==> src/rtl/timer_pkg.sv <==
// Shared types and constants for the BCD countdown timer.
package timer_pkg;

    typedef enum logic [1:0] {
        IDLE   = 2'd0,
        RUN    = 2'd1,
        PAUSED = 2'd2,
        DONE   = 2'd3
    } timer_state_t;

    localparam logic [3:0] BCD_MAX_UNITS    = 4'd9;
    localparam logic [3:0] BCD_MAX_SEC_TENS = 4'd5;
    localparam logic [3:0] BCD_MAX_MIN_TENS = 4'd9;

    // Clamp a preset digit to the largest value its position can show.
    function automatic logic [3:0] bcd_sat(input logic [3:0] val, input logic [3:0] max);
        return (val > max) ? max : val;
    endfunction

endpackage

==> src/rtl/bcd_digit_down.sv <==
// One BCD digit of a down-counter; wraps to MAX and borrows when decremented at zero.
module bcd_digit_down #(
    parameter logic [3:0] MAX = 4'd9
) (
    input  logic       clk,
    input  logic       rst_n,
    input  logic       load,
    input  logic [3:0] load_val,
    input  logic       dec,
    output logic [3:0] digit,
    output logic       borrow
);

    logic [3:0] digit_q;
    logic [3:0] digit_d;

    // Next digit value: load wins over decrement.
    always_comb begin
        digit_d = digit_q;
        if (load) begin
            digit_d = load_val;
        end else if (dec) begin
            digit_d = (digit_q == 4'd0) ? MAX : (digit_q - 4'd1);
        end
    end

    // Digit register.
    always_ff @(posedge clk or negedge rst_n) begin
        if (!rst_n) begin
            digit_q <= 4'd0;
        end else begin
            digit_q <= digit_d;
        end
    end

    assign digit  = digit_q;
    assign borrow = (digit_q == 4'd0) && dec;

endmodule

==> src/rtl/timer_bcd_countdown.sv <==
// MM:SS BCD countdown timer with 1 Hz prescaler, run/pause control and end-of-cycle pulse.
module timer_bcd_countdown
    import timer_pkg::*;
#(
    parameter int unsigned TICK_DIV = 50_000_000
) (
    input  logic       clk,
    input  logic       rst_n,
    input  logic       load,
    input  logic [3:0] load_m_t,
    input  logic [3:0] load_m_u,
    input  logic [3:0] load_s_t,
    input  logic [3:0] load_s_u,
    input  logic       start,
    input  logic       pause,
    output logic [3:0] digit0,
    output logic [3:0] digit1,
    output logic [3:0] digit2,
    output logic [3:0] digit3,
    output logic       running,
    output logic       expired,
    output logic       done
);

    localparam int unsigned PW = (TICK_DIV > 1) ? $clog2(TICK_DIV) : 1;
    localparam logic [PW-1:0] PRESC_LAST = PW'(TICK_DIV - 1);

    timer_state_t  state_q, state_d;
    logic [PW-1:0] presc_q, presc_d;
    logic          done_q, done_d;
    logic          tick;
    logic          tick_apply;
    logic          is_zero;
    logic          last_sec;
    logic          borrow0, borrow1, borrow2, borrow3;

    assign tick     = (presc_q == PRESC_LAST);
    assign is_zero  = (digit3 == 4'd0) && (digit2 == 4'd0) && (digit1 == 4'd0) && (digit0 == 4'd0);
    // The tick taken at 00:01 is the one that lands on 00:00.
    assign last_sec = (digit3 == 4'd0) && (digit2 == 4'd0) && (digit1 == 4'd0) && (digit0 == 4'd1);

    // FSM next state, prescaler next value and decrement enable; load > start > pause.
    always_comb begin
        state_d    = state_q;
        presc_d    = presc_q;
        tick_apply = 1'b0;
        if (load) begin
            state_d = IDLE;
            presc_d = '0;
        end else begin
            case (state_q)
                IDLE: begin
                    if (start) begin
                        presc_d = '0;
                        state_d = is_zero ? DONE : RUN;
                    end
                end
                RUN: begin
                    if (!start && pause) begin
                        // A tick coinciding with pause is dropped.
                        state_d = PAUSED;
                    end else if (tick) begin
                        presc_d = '0;
                        if (!is_zero) begin
                            tick_apply = 1'b1;
                        end
                        if (last_sec || is_zero) begin
                            state_d = DONE;
                        end
                    end else begin
                        presc_d = presc_q + PW'(1);
                    end
                end
                PAUSED: begin
                    if (start) begin
                        state_d = RUN;
                    end
                end
                DONE: begin
                    state_d = DONE;
                end
                default: begin
                    state_d = IDLE;
                end
            endcase
        end
    end

    // done pulses only on the cycle the FSM first enters DONE.
    always_comb begin
        done_d = (state_d == DONE) && (state_q != DONE);
    end

    // State, prescaler and done pulse registers.
    always_ff @(posedge clk or negedge rst_n) begin
        if (!rst_n) begin
            state_q <= IDLE;
            presc_q <= '0;
            done_q  <= 1'b0;
        end else begin
            state_q <= state_d;
            presc_q <= presc_d;
            done_q  <= done_d;
        end
    end

    bcd_digit_down #(.MAX(BCD_MAX_UNITS)) u_sec_units (
        .clk      (clk),
        .rst_n    (rst_n),
        .load     (load),
        .load_val (bcd_sat(load_s_u, BCD_MAX_UNITS)),
        .dec      (tick_apply),
        .digit    (digit0),
        .borrow   (borrow0)
    );

    bcd_digit_down #(.MAX(BCD_MAX_SEC_TENS)) u_sec_tens (
        .clk      (clk),
        .rst_n    (rst_n),
        .load     (load),
        .load_val (bcd_sat(load_s_t, BCD_MAX_SEC_TENS)),
        .dec      (borrow0),
        .digit    (digit1),
        .borrow   (borrow1)
    );

    bcd_digit_down #(.MAX(BCD_MAX_UNITS)) u_min_units (
        .clk      (clk),
        .rst_n    (rst_n),
        .load     (load),
        .load_val (bcd_sat(load_m_u, BCD_MAX_UNITS)),
        .dec      (borrow1),
        .digit    (digit2),
        .borrow   (borrow2)
    );

    bcd_digit_down #(.MAX(BCD_MAX_MIN_TENS)) u_min_tens (
        .clk      (clk),
        .rst_n    (rst_n),
        .load     (load),
        .load_val (bcd_sat(load_m_t, BCD_MAX_MIN_TENS)),
        .dec      (borrow2),
        .digit    (digit3),
        .borrow   (borrow3)
    );

    assign running = (state_q == RUN);
    assign expired = (state_q == DONE);
    assign done    = done_q;

    // Borrow out of the top digit cannot occur: RUN never ticks at 00:00.
    logic unused_borrow;
    assign unused_borrow = borrow3;

endmodule

==> config.mk <==
export PLATFORM = sky130hd
export DESIGN_NAME = timer_bcd_countdown
export DESIGN_NICKNAME = d
export VERILOG_FILES = /design/src/rtl/timer_pkg.sv /design/src/rtl/bcd_digit_down.sv /design/src/rtl/timer_bcd_countdown.sv
export SDC_FILE = /design/constraint.sdc
export NUM_CORES = 1
export LEC_CHECK = 0
export ABC_AREA = 1
export BUFFER_PORTS_ARGS = -buffer_cell sky130_fd_sc_hd__buf_2
export CAP_MARGIN = 20
export CORE_MARGIN = 5
export CORE_UTILIZATION = 35
export CTS_BUF_LIST = sky130_fd_sc_hd__clkbuf_8
export CTS_CLUSTER_DIAMETER = 30
export DETAILED_ROUTE_END_ITERATION = 6
export PLACE_DENSITY = 0.64
export SETUP_SLACK_MARGIN = 0.4
export SKIP_CTS_REPAIR_TIMING = 1
export SYNTH_ARGS = -nofsm -noshare
export SYNTH_HDL_FRONTEND = slang
export SYNTH_SLANG_ARGS = --single-unit
==> constraint.sdc <==
create_clock -name clk -period 4.45 [get_ports clk]
set_input_delay 0.89 -clock clk [delete_from_list [all_inputs] [get_ports clk]]
set_output_delay 0.89 -clock clk [all_outputs]
set_load 0.005 [all_outputs]
# Word-level counts from Yosys, hierarchy flattened

Index checks and enable logic that the tools add are counted.
W data, S select, Z words.

Bits in registers: 45
Input bits: 21
Output and inout bits: 19
Word-level logic and storage cells: 81

Add/sub/neg operators: 5
$lt $le $gt $ge: 4
Equality and inequality tests: 9
Muxes and demuxes: 34
Reductions and logical operators: 22

Operators with widths:

| operator                | number |
|---|---|
| $mux W26                | 4 |
| $mux W4                 | 16 |
| $pmux W26 S2            | 1 |
| $add A26 B1 Y26 const B | 1 |
| $eq A26 B26 Y1 const B  | 1 |
| $logic_not A4 Y1        | 4 |
| $sub A4 B1 Y4 const B   | 4 |
| $mux W2                 | 7 |
| $gt A4 B4 Y1 const B    | 3 |
| $logic_and A1 B1 Y1     | 9 |
| $pmux W2 S4             | 1 |
| $reduce_bool A2 Y1      | 4 |
| $eq A2 B2 Y1 const B    | 3 |
| $ne A3 B3 Y1 const B    | 2 |
| $mux W1                 | 5 |
| $eq A4 B1 Y1 const B    | 1 |
| $gt A4 B3 Y1 const B    | 1 |
| $reduce_and A3 Y1       | 1 |
| $reduce_bool A3 Y1      | 1 |
| $eq A2 B1 Y1 const B    | 1 |
| $logic_not A2 Y1        | 1 |
| $ne A2 B2 Y1 const B    | 1 |
| $logic_not A1 Y1        | 1 |
| $logic_or A1 B1 Y1      | 1 |

# Depth between registers and ports, before layout

Gate-level depths: netlist of the first run.

Depth in word-level cells: 14
Depth in mapped cells: 12
Depth with buffers taken out: 12

# Hierarchy

Synthesis of the first run repeated with hierarchy kept, for this count alone.

Cells, all modules: 457
Area, all modules: 3034.2 um2

Modules (own cells, without submodules):

| module                           | times used | cells each | area an instance (um2) | seq. area each (um2) |
|---|---|---|---|---|
| timer_bcd_countdown              | 1          | 315        | 2087.0                 | 725.7 |
| bcd_digit_down at u_min_tens ... | 3          | 37         | 244.0                  | 100.1 |
| bcd_digit_down at u_sec_tens     | 1          | 31         | 215.2                  | 100.1 |

# Least setup slack after synthesis of the first run

No wires, ideal clock.

Path type: input port to flip-flop
Start point: input load
End point: register u_min_tens.digit_q[0], in the netlist u_min_tens.digit[0]
Library setup time: 0.117 ns
Arrival time: 1.936 ns
Data required time: 4.333 ns
Setup slack: 2.397 ns
Cell stages on the path: 7
Path buffers: 3
Cells stage by stage: buf_2 -> inv_1 -> buf_2 -> clkbuf_1 -> a22oi_1 -> nand3_1 -> nand2_1

Word-level cells in the longest chain between the ends: 5
Elaborated cells between the ends (all ways): 6
Classes of those cells: mux (2); reduce/logical (4)

RTL lines:

| element                          | line                      | text |
|---|---|---|
| start: declaration               | timer_bcd_countdown.sv:9  | `input logic load,` |
| $mux W1                          | timer_bcd_countdown.sv:47 | `if (load) begin` |
| $logic_and A1 B1 Y1 (3 in a row) | bcd_digit_down.sv:37      | `assign borrow = (digit_q == 4'd0) && dec;` |
| $reduce_bool A2 Y1 (no line)     | --                        |  |
| end signal: assignment           | bcd_digit_down.sv:32      | `digit_q <= digit_d;` |
| end: declaration                 | bcd_digit_down.sv:14      | `logic [3:0] digit_q;` |

Parallel ways exist; a longest one is shown, timed or not.
A chain may end at the register's enable or synchronous reset.

# Worst setup path after layout of the first run

Start point: input load
End point: register presc_q[14]

Word-level cells in the longest chain between the ends: 2
Elaborated cells between the ends (all ways): 5
Classes of those cells: eq/ne (2); mux (1); reduce/logical (2)

RTL lines:

| element                                                      | line                       | text |
|---|---|---|
| $ne A3 B3 Y1 (no line) or $reduce_bool A3 Y1 (tied branches) | --                         |  |
| $reduce_and A3 Y1 (no line)                                  | --                         |  |
| end signal: assignment                                       | timer_bcd_countdown.sv:102 | `presc_q <= presc_d;` |
| end: declaration                                             | timer_bcd_countdown.sv:29  | `logic [PW-1:0] presc_q, presc_d;` |

Parallel ways exist; a longest one is shown, timed or not.

==> results of run 1 <==
## routing by layer
layer,vias to the layer above,track usage [%],wire [um]
li1,1337,-,-
met1,1190,18.1,3130
met2,58,23.8,3060
met3,4,3.68,333
met4,0,4.20,57
met5,-,0,0
## path summary, 6_finish.rpt
kind / start / end / slack (ns) / cells after the start
max reg2reg: presc_q[0] / presc_q[14] / 2.36 / 10
min reg2reg: u_sec_tens.digit[3] / u_sec_tens.digit[3] / 0.52 / 2
max in group asynchronous: rst_n / u_min_tens.digit[3] / 3.39 / 2
min: u_sec_tens.digit[3] / u_sec_tens.digit[3] / 0.52 / 2
max: load / presc_q[14] / 1.62 / 6
min in group asynchronous: rst_n / presc_q[23] / 0.55 / 1
## worst max-delay path: cells and delay by family
| family | cells | cell delay [ns] |
|---|---|---|
| AOI/OAI and AO/OA | 2 | 0.39 |
| buffers and inverters | 2 | 0.78 |
| and+or+nand+nor | 2 | 0.96 |
## area by class of cell
| cell class | instances | area (um^2) | area share, % |
|---|---|---|---|
| clock buffers | 5 | 68.8 | 2.17 |
| flip-flops and latches | 45 | 1130 | 35.5 |
| clock inverters | 3 | 13.8 | 0.434 |
| repair buffers | 40 | 215 | 6.79 |
| inverters | 46 | 173 | 5.45 |
| multi-input cells | 283 | 1440 | 45.6 |
| well taps | 102 | 128 | 4.03 |
## sequential cells by signal, summed over array words and instances (netlist names)
register,cells
u_sec_units.digit,4
state_q,2
u_sec_tens.digit,4
u_min_tens.digit,4
done,1
presc_q,26
u_min_units.digit,4
## power by group through the flow
stage | clock network (mW) | registers (mW) | logic (mW)
floorplan | 0 | 0.471 | 0.115
global placement | 0 | 0.474 | 0.181
detailed placement | 0 | 0.474 | 0.184
CTS | 0.257 | 0.466 | 0.184
finish | 0.250 | 0.467 | 0.183
global route | 0.279 | 0.473 | 0.214
## cell families after synthesis
group                      synth area share (%)
and+or+nand+nor                            37.3
DFF                                        40.7
adders and majority gates                 0.452
xor gates and xnor gates                  0.632
AOI/OAI and AO/OA                          13.7
buffers and inverters                      7.23
## cell usage in the layout (no fill, tap or decap), drive strengths merged, types with 2 or more instances in the layout
| cell type | netlist | routed |
|---|---|---|
| nor2 | 59 | 59 |
| nand4 | 7 | 7 |
| nand2 | 95 | 95 |
| a22oi | 4 | 4 |
| clkinv | 0 | 2 |
| o211ai | 2 | 2 |
| or2 | 3 | 3 |
| o211a | 2 | 2 |
| nand3 | 29 | 29 |
| buf | 4 | 40 |
| nor3 | 18 | 18 |
| o21ai | 22 | 22 |
| xor2 | 2 | 2 |
| inv | 46 | 47 |
| clkbuf | 2 | 5 |
| dfrtp | 45 | 45 |
| nor4 | 2 | 2 |
| a21oi | 25 | 25 |
| a31oi | 6 | 6 |
## stage by stage
stage,power (mW),util (%)
4_1_cts,0.908,40.7
2_1_floorplan,0.586,-
5_1_grt,0.967,41.0
3_3_place_gp,0.655,39.7
6_report,0.899,41.0
3_5_place_dp,0.657,39.7
## cells in the mapped netlist (all sizes together)
cell	count	area, um^2
nand2	95	382
nor2	59	293
inv	46	173
dfrtp	45	1130
nand3	29	155
a21oi	25	125
o21ai	22	110
nor3	18	100
nand4	7	58.8
a31oi	6	37.5
a22oi	4	30.0
buf	4	20.0
or2	3	18.8
clkbuf	2	7.51
nor4	2	18.8
o211a	2	20.0
o211ai	2	15.0
xor2	2	17.5
a2111oi	1	8.76
a211oi	1	7.51
a21o	1	7.51
a22o	1	8.76
a32o	1	10.0
ha	1	12.5
nand3b	1	7.51
==> results.json, run 1 <==
{
  "numCtsBuffers": 5,
  "firstDrtPassIters": 4,
  "start_util_pct": 35.8,
  "status": "finished, final reports clean",
  "dieArea_um2": 9790,
  "grt_pass1_wl_mm": 11.7,
  "power_density_nw_per_um2": 284,
  "internal_power_uw": 612,
  "antennaDiodeCount": 0,
  "hold_class": "flip-flop to flip-flop",
  "finalCritPeriodShare_pct": 63.5,
  "grt_max_degree": 46,
  "p_sw_share_pct": 31.9,
  "synth.lib_cells_used.distinct": 36,
  "crit_type": "input port to flip-flop",
  "die_h_um": 99.0,
  "p_sw_uw": 287,
  "top_level_ports": 40,
  "antenna_found_initial": 0,
  "synthesis.nets": 402,
  "yosys_warnings": 0,
  "path_cells": "buf_2 > inv_1 > nand3_2 > nand2_1 > o21ai_0 > a22oi_1",
  "skew_ns": 0.00706,
  "core_um2": 7730,
  "setup_viol": 0,
  "crit_arrival_ns": 3.04,
  "pre_cts_ws_ns": 1.29,
  "end_kind": "flip-flop",
  "grt_overflow_total": 0,
  "worst-slew-pin-transition_ns": 0.719,
  "rsz0062_at_grt": "no",
  "critPathMaxStageDelay_ns": 0.57,
  "ir_drop_v": 0.000176,
  "comb_power_share_pct": 20.3,
  "final_hold_viol_count": 0,
  "clock_latency_ns": 0.30,
  "syn-instance-count": 380,
  "cts_tree": "done",
  "io_buffers": 39,
  "vias_per_cell": 4.94,
  "ant_nets": 0,
  "pwr-share-clk_pct": 27.8,
  "timing.max_cap.violations": 0,
  "grt_pass1_vias": 2608,
  "grtUsageTotal_pct": 14.2,
  "drv_slew": 0,
  "gp_congestion": 0.893,
  "max-clock-path-buffers": 2,
  "synth_seq_cells": 45,
  "cts_max_level": 2,
  "avgSynthCellArea_um2": 7.29,
  "seqPwrFrac_pct": 51.9,
  "dpl-instance-area_um2": 3070,
  "die_w_um": 99.0,
  "num_rows": 32,
  "start_kind": "input port",
  "max_slew_margin_pct": 52.0,
  "cts.sinks": 45,
  "num-fill-cells": 818,
  "drc": 0,
  "seq_area_frac_synth_pct": 40.7,
  "critical_path.max_fanout": 21,
  "setup_tns_ns": 0,
  "area_delta_synth_final_pct": 14.4,
  "fin_crit_ns": 2.83,
  "root_buffer": "clkbuf_8",
  "placed_cells": 515,
  "clk_pin_slew_ns": 0.09,
  "syn-cell-area_um2": 2770,
  "vias": 2589,
  "leakagePower_nw": 1.49,
  "nets": 443,
  "wl_per_cell_um": 12.6,
  "whs_ns": 0.524,
  "hpwl_mm": 4.96,
  "cpMaxStageDelayCell": "inv_1",
  "totalWireLength_mm": 6.58,
  "drive_above_1_share_pct": 19.7,
  "fin_area_um2": 3170,
  "first_iter_violations": 87,
  "max_freq_mhz": 354,
  "cp.required_ns": 4.66,
  "postLayoutSetupSlackWorst_ns": 1.62,
  "fin_cells": 524
}
Power figures use the tool's default switching activity.
==> run 2: changes to the inputs <==
Settings changed: PLACE_DENSITY 0.64 to 0.66.
Clock period 4.45 ns to 2.4 ns, I/O delays scaled along.
==> results.json, run 2 (synthesized netlist as in run 1, its figures left out) <==
{
  "cpMaxStageDelayCell": "dfrtp_1",
  "setup_tns_ns": 0,
  "drive_above_1_share_pct": 22.2,
  "crit_end": "u_min_tens.digit[3]",
  "mostFrequentLayoutCells": "88 x nand2_1, 45 x nor2_1, 45 x dfrtp_1",
  "die_w_um": 99.0,
  "antennaDiodeCount": 0,
  "skew_ns": 0.00551,
  "crit_start": "presc_q[0]",
  "gp_congestion": 0.887,
  "wl_per_cell_um": 12.6,
  "crit_type": "flip-flop to flip-flop",
  "leakagePower_nw": 1.55,
  "finalPower_mw": 1.74,
  "status": "finished, final reports clean",
  "final_util_pct": 42.2,
  "largest_register_ffs": 26,
  "cts.sinks": 45,
  "power_density_nw_per_um2": 532,
  "antenna_found_initial": 0,
  "core_um2": 7730,
  "critical_path.max_fanout": 6,
  "grt_max_degree": 21,
  "area_delta_synth_final_pct": 17.8,
  "timing.max_cap.violations": 0,
  "crit_family": "simple AND/OR/NAND/NOR gates",
  "reg2reg_from": "presc_q[0]",
  "clk_pin_slew_ns": 0.09,
  "die_h_um": 99.0,
  "max-clock-path-buffers": 2,
  "drv_slew": 0,
  "num_rows": 32,
  "root_buffer": "clkbuf_8",
  "grt_overflow_total": 0,
  "cp.required_ns": 2.59,
  "crit_top_cell": "nand2_1",
  "first_iter_violations": 152,
  "ant_nets": 0,
  "fin_crit_ns": 1.83,
  "firstDrtPassIters": 5,
  "fin_area_um2": 3260,
  "start_kind": "flip-flop",
  "grtUsageTotal_pct": 14.1,
  "final_hold_viol_count": 0,
  "nets": 453,
  "r2r_setup_slack_ns": 0.57,
  "max_freq_mhz": 548,
  "final_common_cell": "nand2_1",
  "start_util_pct": 35.8,
  "vias": 2711,
  "dieArea_um2": 9790,
  "grt_pass1_vias": 2558,
  "cts_tree": "done",
  "postLayoutSetupSlackWorst_ns": 0.575,
  "rr_worst_depth": 12,
  "registers.top_by_ff_count": "presc_q",
  "dpl-instance-area_um2": 3100,
  "crit_cells": 12,
  "numCtsBuffers": 5,
  "crit_arrival_ns": 2.02,
  "pre_cts_ws_ns": 0.363,
  "vias_per_cell": 5.08,
  "clock_latency_ns": 0.29,
  "totalWireLength_mm": 6.75,
  "end_kind": "flip-flop",
  "cts_max_level": 2,
  "path_cells": "ha_1 > nand2_1 > nor2_4 > nand2_2 > nor2_4 > nand2_4 > nor2_8 > nand4_4 > nand2_4 > nand2_2 > nand2_1 > nand2_1",
  "multi_input_area_um2": 1470,
  "io_buffers": 39,
  "rsz0062_at_grt": "no",
  "register_area_um2": 1130,
  "max_slew_margin_pct": 66.9,
  "finalCritPeriodShare_pct": 76.1,
  "path_buf_inv": 0,
  "drc": 0,
  "num-fill-cells": 782,
  "setup_viol": 0,
  "hold_class": "input port to asynchronous set/reset pin",
  "top_level_ports": 40,
  "critPathMaxStageDelay_ns": 0.36,
  "ir_drop_v": 0.000277,
  "grt_pass1_wl_mm": 11.6,
  "r2r-end": "u_min_tens.digit[3]",
  "worst-slew-pin-transition_ns": 0.493,
  "hpwl_mm": 5.14
}
-- run 2: layout make-up --
cell class,instances,share of cell area [%]
multi-input cells,284,44.9
clock buffers,7,2.95
repair buffers,49,8.28
well taps,102,3.91
inverters,46,5.29
flip-flops and latches,45,34.5
clock inverters,1,0.153
-- run 2: report_power, final --
group	switching, mW	leakage, nW	total [mW]	internal [mW]
Combinational	0.210	0.898	0.349	0.139
Clock	0.261	0.0542	0.522	0.261
Sequential	0.0627	0.602	0.867	0.804
-- run 2: per-layer routing --
metal	up-vias	track usage [%]	wire length [um]	share of wire, %
met5	-	0	0	0
met4	0	3.99	65	0.96
met3	6	2.55	401	5.9
met2	91	22.4	3140	47
met1	1253	19.6	3140	47
li1	1361	-	-	-
-- run 2: worst min path at each step --
stage           from          to  depth (start not counted)
3_5_place_dp   rst_n  presc_q[2]                          1
5_1_grt        rst_n  presc_q[2]                          1
6_report       rst_n  presc_q[2]                          1
4_1_cts        rst_n  presc_q[2]                          1
2_1_floorplan  rst_n        done                          0
3_3_place_gp   rst_n  presc_q[2]                          1
-- run 2: per-stage QoR --
stage / instances / hold slack, ns
after floorplan: 380 / 0.184
after global placement: 520 / 0.397
after detailed placement: 520 / 0.397
after CTS: 528 / 0.0682
after global routing: 534 / 0.0759
final: 534 / 0.0597
==> run 3: changes to the inputs <==
Settings changed: ABC_AREA 1 to 0, PLACE_DENSITY 0.66 to 0.64.
Clock period 2.4 ns to 1.85 ns, I/O delays scaled along.
==> results.json, run 3 <==
{
  "violations": "negative hold slack, negative setup slack",
  "end_kind": "flip-flop",
  "numCtsBuffers": 5,
  "crit_type": "flip-flop to flip-flop",
  "multi_input_area_um2": 1910,
  "registers.top_by_ff_count": "presc_q",
  "drc": 0,
  "die_h_um": 98.1,
  "crit_arrival_ns": 2.42,
  "avgSynthCellArea_um2": 8.73,
  "fin_area_um2": 4320,
  "setup_tns_ns": -1.74,
  "seqPwrFrac_pct": 48.1,
  "wl_per_cell_um": 16.1,
  "rr_worst_depth": 5,
  "p_sw_uw": 624,
  "die_w_um": 98.1,
  "r2r-end": "u_min_units.digit[1]",
  "vias": 3010,
  "drive_above_1_share_pct": 49.4,
  "grt_overflow_total": 0,
  "max_slew_margin_pct": 60.5,
  "cts_tree": "done",
  "internal_power_mw": 1.57,
  "rsz0062_at_grt": "yes",
  "mostFrequentLayoutCells": "82 x buf_4, 43 x dfrtp_1, 38 x buf_2",
  "num-fill-cells": 667,
  "antennaDiodeCount": 0,
  "comb_power_share_pct": 20.6,
  "register_area_um2": 1130,
  "synthesis.nets": 333,
  "skew_ns": 0.00469,
  "whs_ns": -0.00949,
  "ir_drop_v": 0.000491,
  "syn-instance-count": 311,
  "setup_viol": 17,
  "num_rows": 32,
  "largest_register_ffs": 26,
  "cp.required_ns": 2.08,
  "synth_async_sr_flop_share_pct": 100,
  "area_delta_synth_final_pct": 59.2,
  "top_level_ports": 40,
  "pre_cts_ws_ns": -0.347,
  "grt_max_degree": 19,
  "synth.most_common_cell": "dfrtp_1",
  "ant_nets": 0,
  "max-clock-path-buffers": 2,
  "grt_pass1_wl_mm": 13.8,
  "hpwl_mm": 6.41,
  "vias_per_cell": 5.46,
  "first_iter_violations": 105,
  "clk_pin_slew_ns": 0.09,
  "grt_pass1_vias": 2938,
  "io_buffers": 39,
  "status": "complete, but fails checks",
  "final_hold_viol_count": 16,
  "totalWireLength_mm": 8.87,
  "r2r_setup_slack_ns": -0.34,
  "yosysTopAreaCellShare_pct": 41.5,
  "crit_end": "u_min_units.digit[1]",
  "drv_slew": 0,
  "antenna_found_initial": 0,
  "core_um2": 7650,
  "synth_edf_count": 0,
  "nets": 470,
  "worst-slew-pin-transition_ns": 0.592,
  "yosys_warnings": 0,
  "yosys_most_used_dff": "dfrtp_1",
  "leakagePower_nw": 1.88,
  "grtUsageTotal_pct": 17.2,
  "seq_area_frac_synth_pct": 41.5,
  "reg2reg_from": "u_sec_tens.digit[0]",
  "syn-cell-area_um2": 2720,
  "synth_area_leaders": "dfrtp_1 41%, nor2_1 4.7%, o21ai_0 4.1%, nand3_1 3.3%, xor2_1 3.2%",
  "dieArea_um2": 9620,
  "synth_area_leader_cell": "dfrtp_1",
  "start_util_pct": 35.5,
  "p_sw_share_pct": 28.5,
  "finalCritPeriodShare_pct": 118,
  "final_util_pct": 56.5,
  "synth_seq_cells": 45,
  "dpl-instance-area_um2": 3750,
  "clock_latency_ns": 0.30,
  "gp_congestion": 0.882,
  "critical_path.max_fanout": 2,
  "cts.sinks": 45,
  "fin_crit_ns": 2.19,
  "power_density_nw_per_um2": 507,
  "synth_common_cells": "45 x dfrtp_1, 34 x nor2_1, 22 x o21ai_0, 21 x nand2_1, 18 x nand3_1",
  "final_common_cell": "buf_4",
  "timing.max_cap.violations": 0,
  "postLayoutSetupSlackWorst_ns": -0.339,
  "firstDrtPassIters": 4,
  "root_buffer": "clkbuf_8",
  "synth.lib_cells_used.distinct": 56,
  "crit_start": "u_sec_tens.digit[0]",
  "hold_class": "input port to asynchronous set/reset pin",
  "pwr-share-clk_pct": 31.3,
  "max_freq_mhz": 457,
  "start_kind": "flip-flop",
  "cts_max_level": 2
}
[run 3: worst min path at each step]
stage	from	end	slack (ns)	cells past startpoint
after floorplan	rst_n	done	0.07	0
after global placement	rst_n	u_sec_units.digit[2]	0.33	1
after detailed placement	rst_n	u_sec_units.digit[1]	0.33	1
after CTS	rst_n	u_sec_units.digit[2]	-0.006	1
after global routing	rst_n	done	0.02	1
final	rst_n	u_sec_units.digit[2]	-0.009	1
[run 3: critical path, cell delays in order (launching register included)]
cell and delay [ns]:
dfrtp_1 0.39, or4_4 0.55, nand2b_4 0.16, or4b_4 0.47, or4_1 0.41, a31oi_1 0.14
[run 3: routing by layer]
layer | vias to the layer above | part of all wire (%) | global-route usage (%)
met1 | 1477 | 42 | 21.8
met4 | 0 | 0.96 | 3.94
li1 | 1459 | - | -
met5 | - | 0 | 0
met2 | 63 | 52 | 30.3
met3 | 11 | 4.4 | 3.21
[run 3: cell families (layout without fill, tap and decap cells)]
logic type	after synthesis	in the layout	share of synthesized area (%)
AO/OA/AOI/OAI	77	77	19.1
flip-flops	45	45	41.5
XOR/XNOR	11	11	3.55
buffers and inverters	18	156	2.49
AND/OR/NAND/NOR	158	158	32.6
multiplexers	1	1	0.369
adder cells (fa/ha/maj)	1	1	0.461
[run 3: per-stage QoR]
step                std cells  power, mW
finish                    551       2.19
detailed placement        525       1.46
global placement          525       1.45
global route              551       2.29
floorplan                 311       1.24
CTS                       533       2.15
[run 3: power groups by stage]
stage / logic (mW) / clock network [mW] / registers [mW]
after global routing: 0.492 / 0.736 / 1.06
after global placement: 0.382 / 0 / 1.07
after CTS: 0.391 / 0.704 / 1.05
after floorplan: 0.153 / 0 / 1.09
after detailed placement: 0.389 / 0 / 1.07
final: 0.451 / 0.687 / 1.05
[run 3: area by class of cell]
cell class / count / area share [%]
Clock buffer: 7 / 2.23
Multi-Input combinational cell: 248 / 44.2
Tap cell: 102 / 2.95
Inverter: 9 / 0.781
Timing Repair Buffer: 139 / 23.6
Sequential cell: 45 / 26.1
Clock inverter: 1 / 0.116
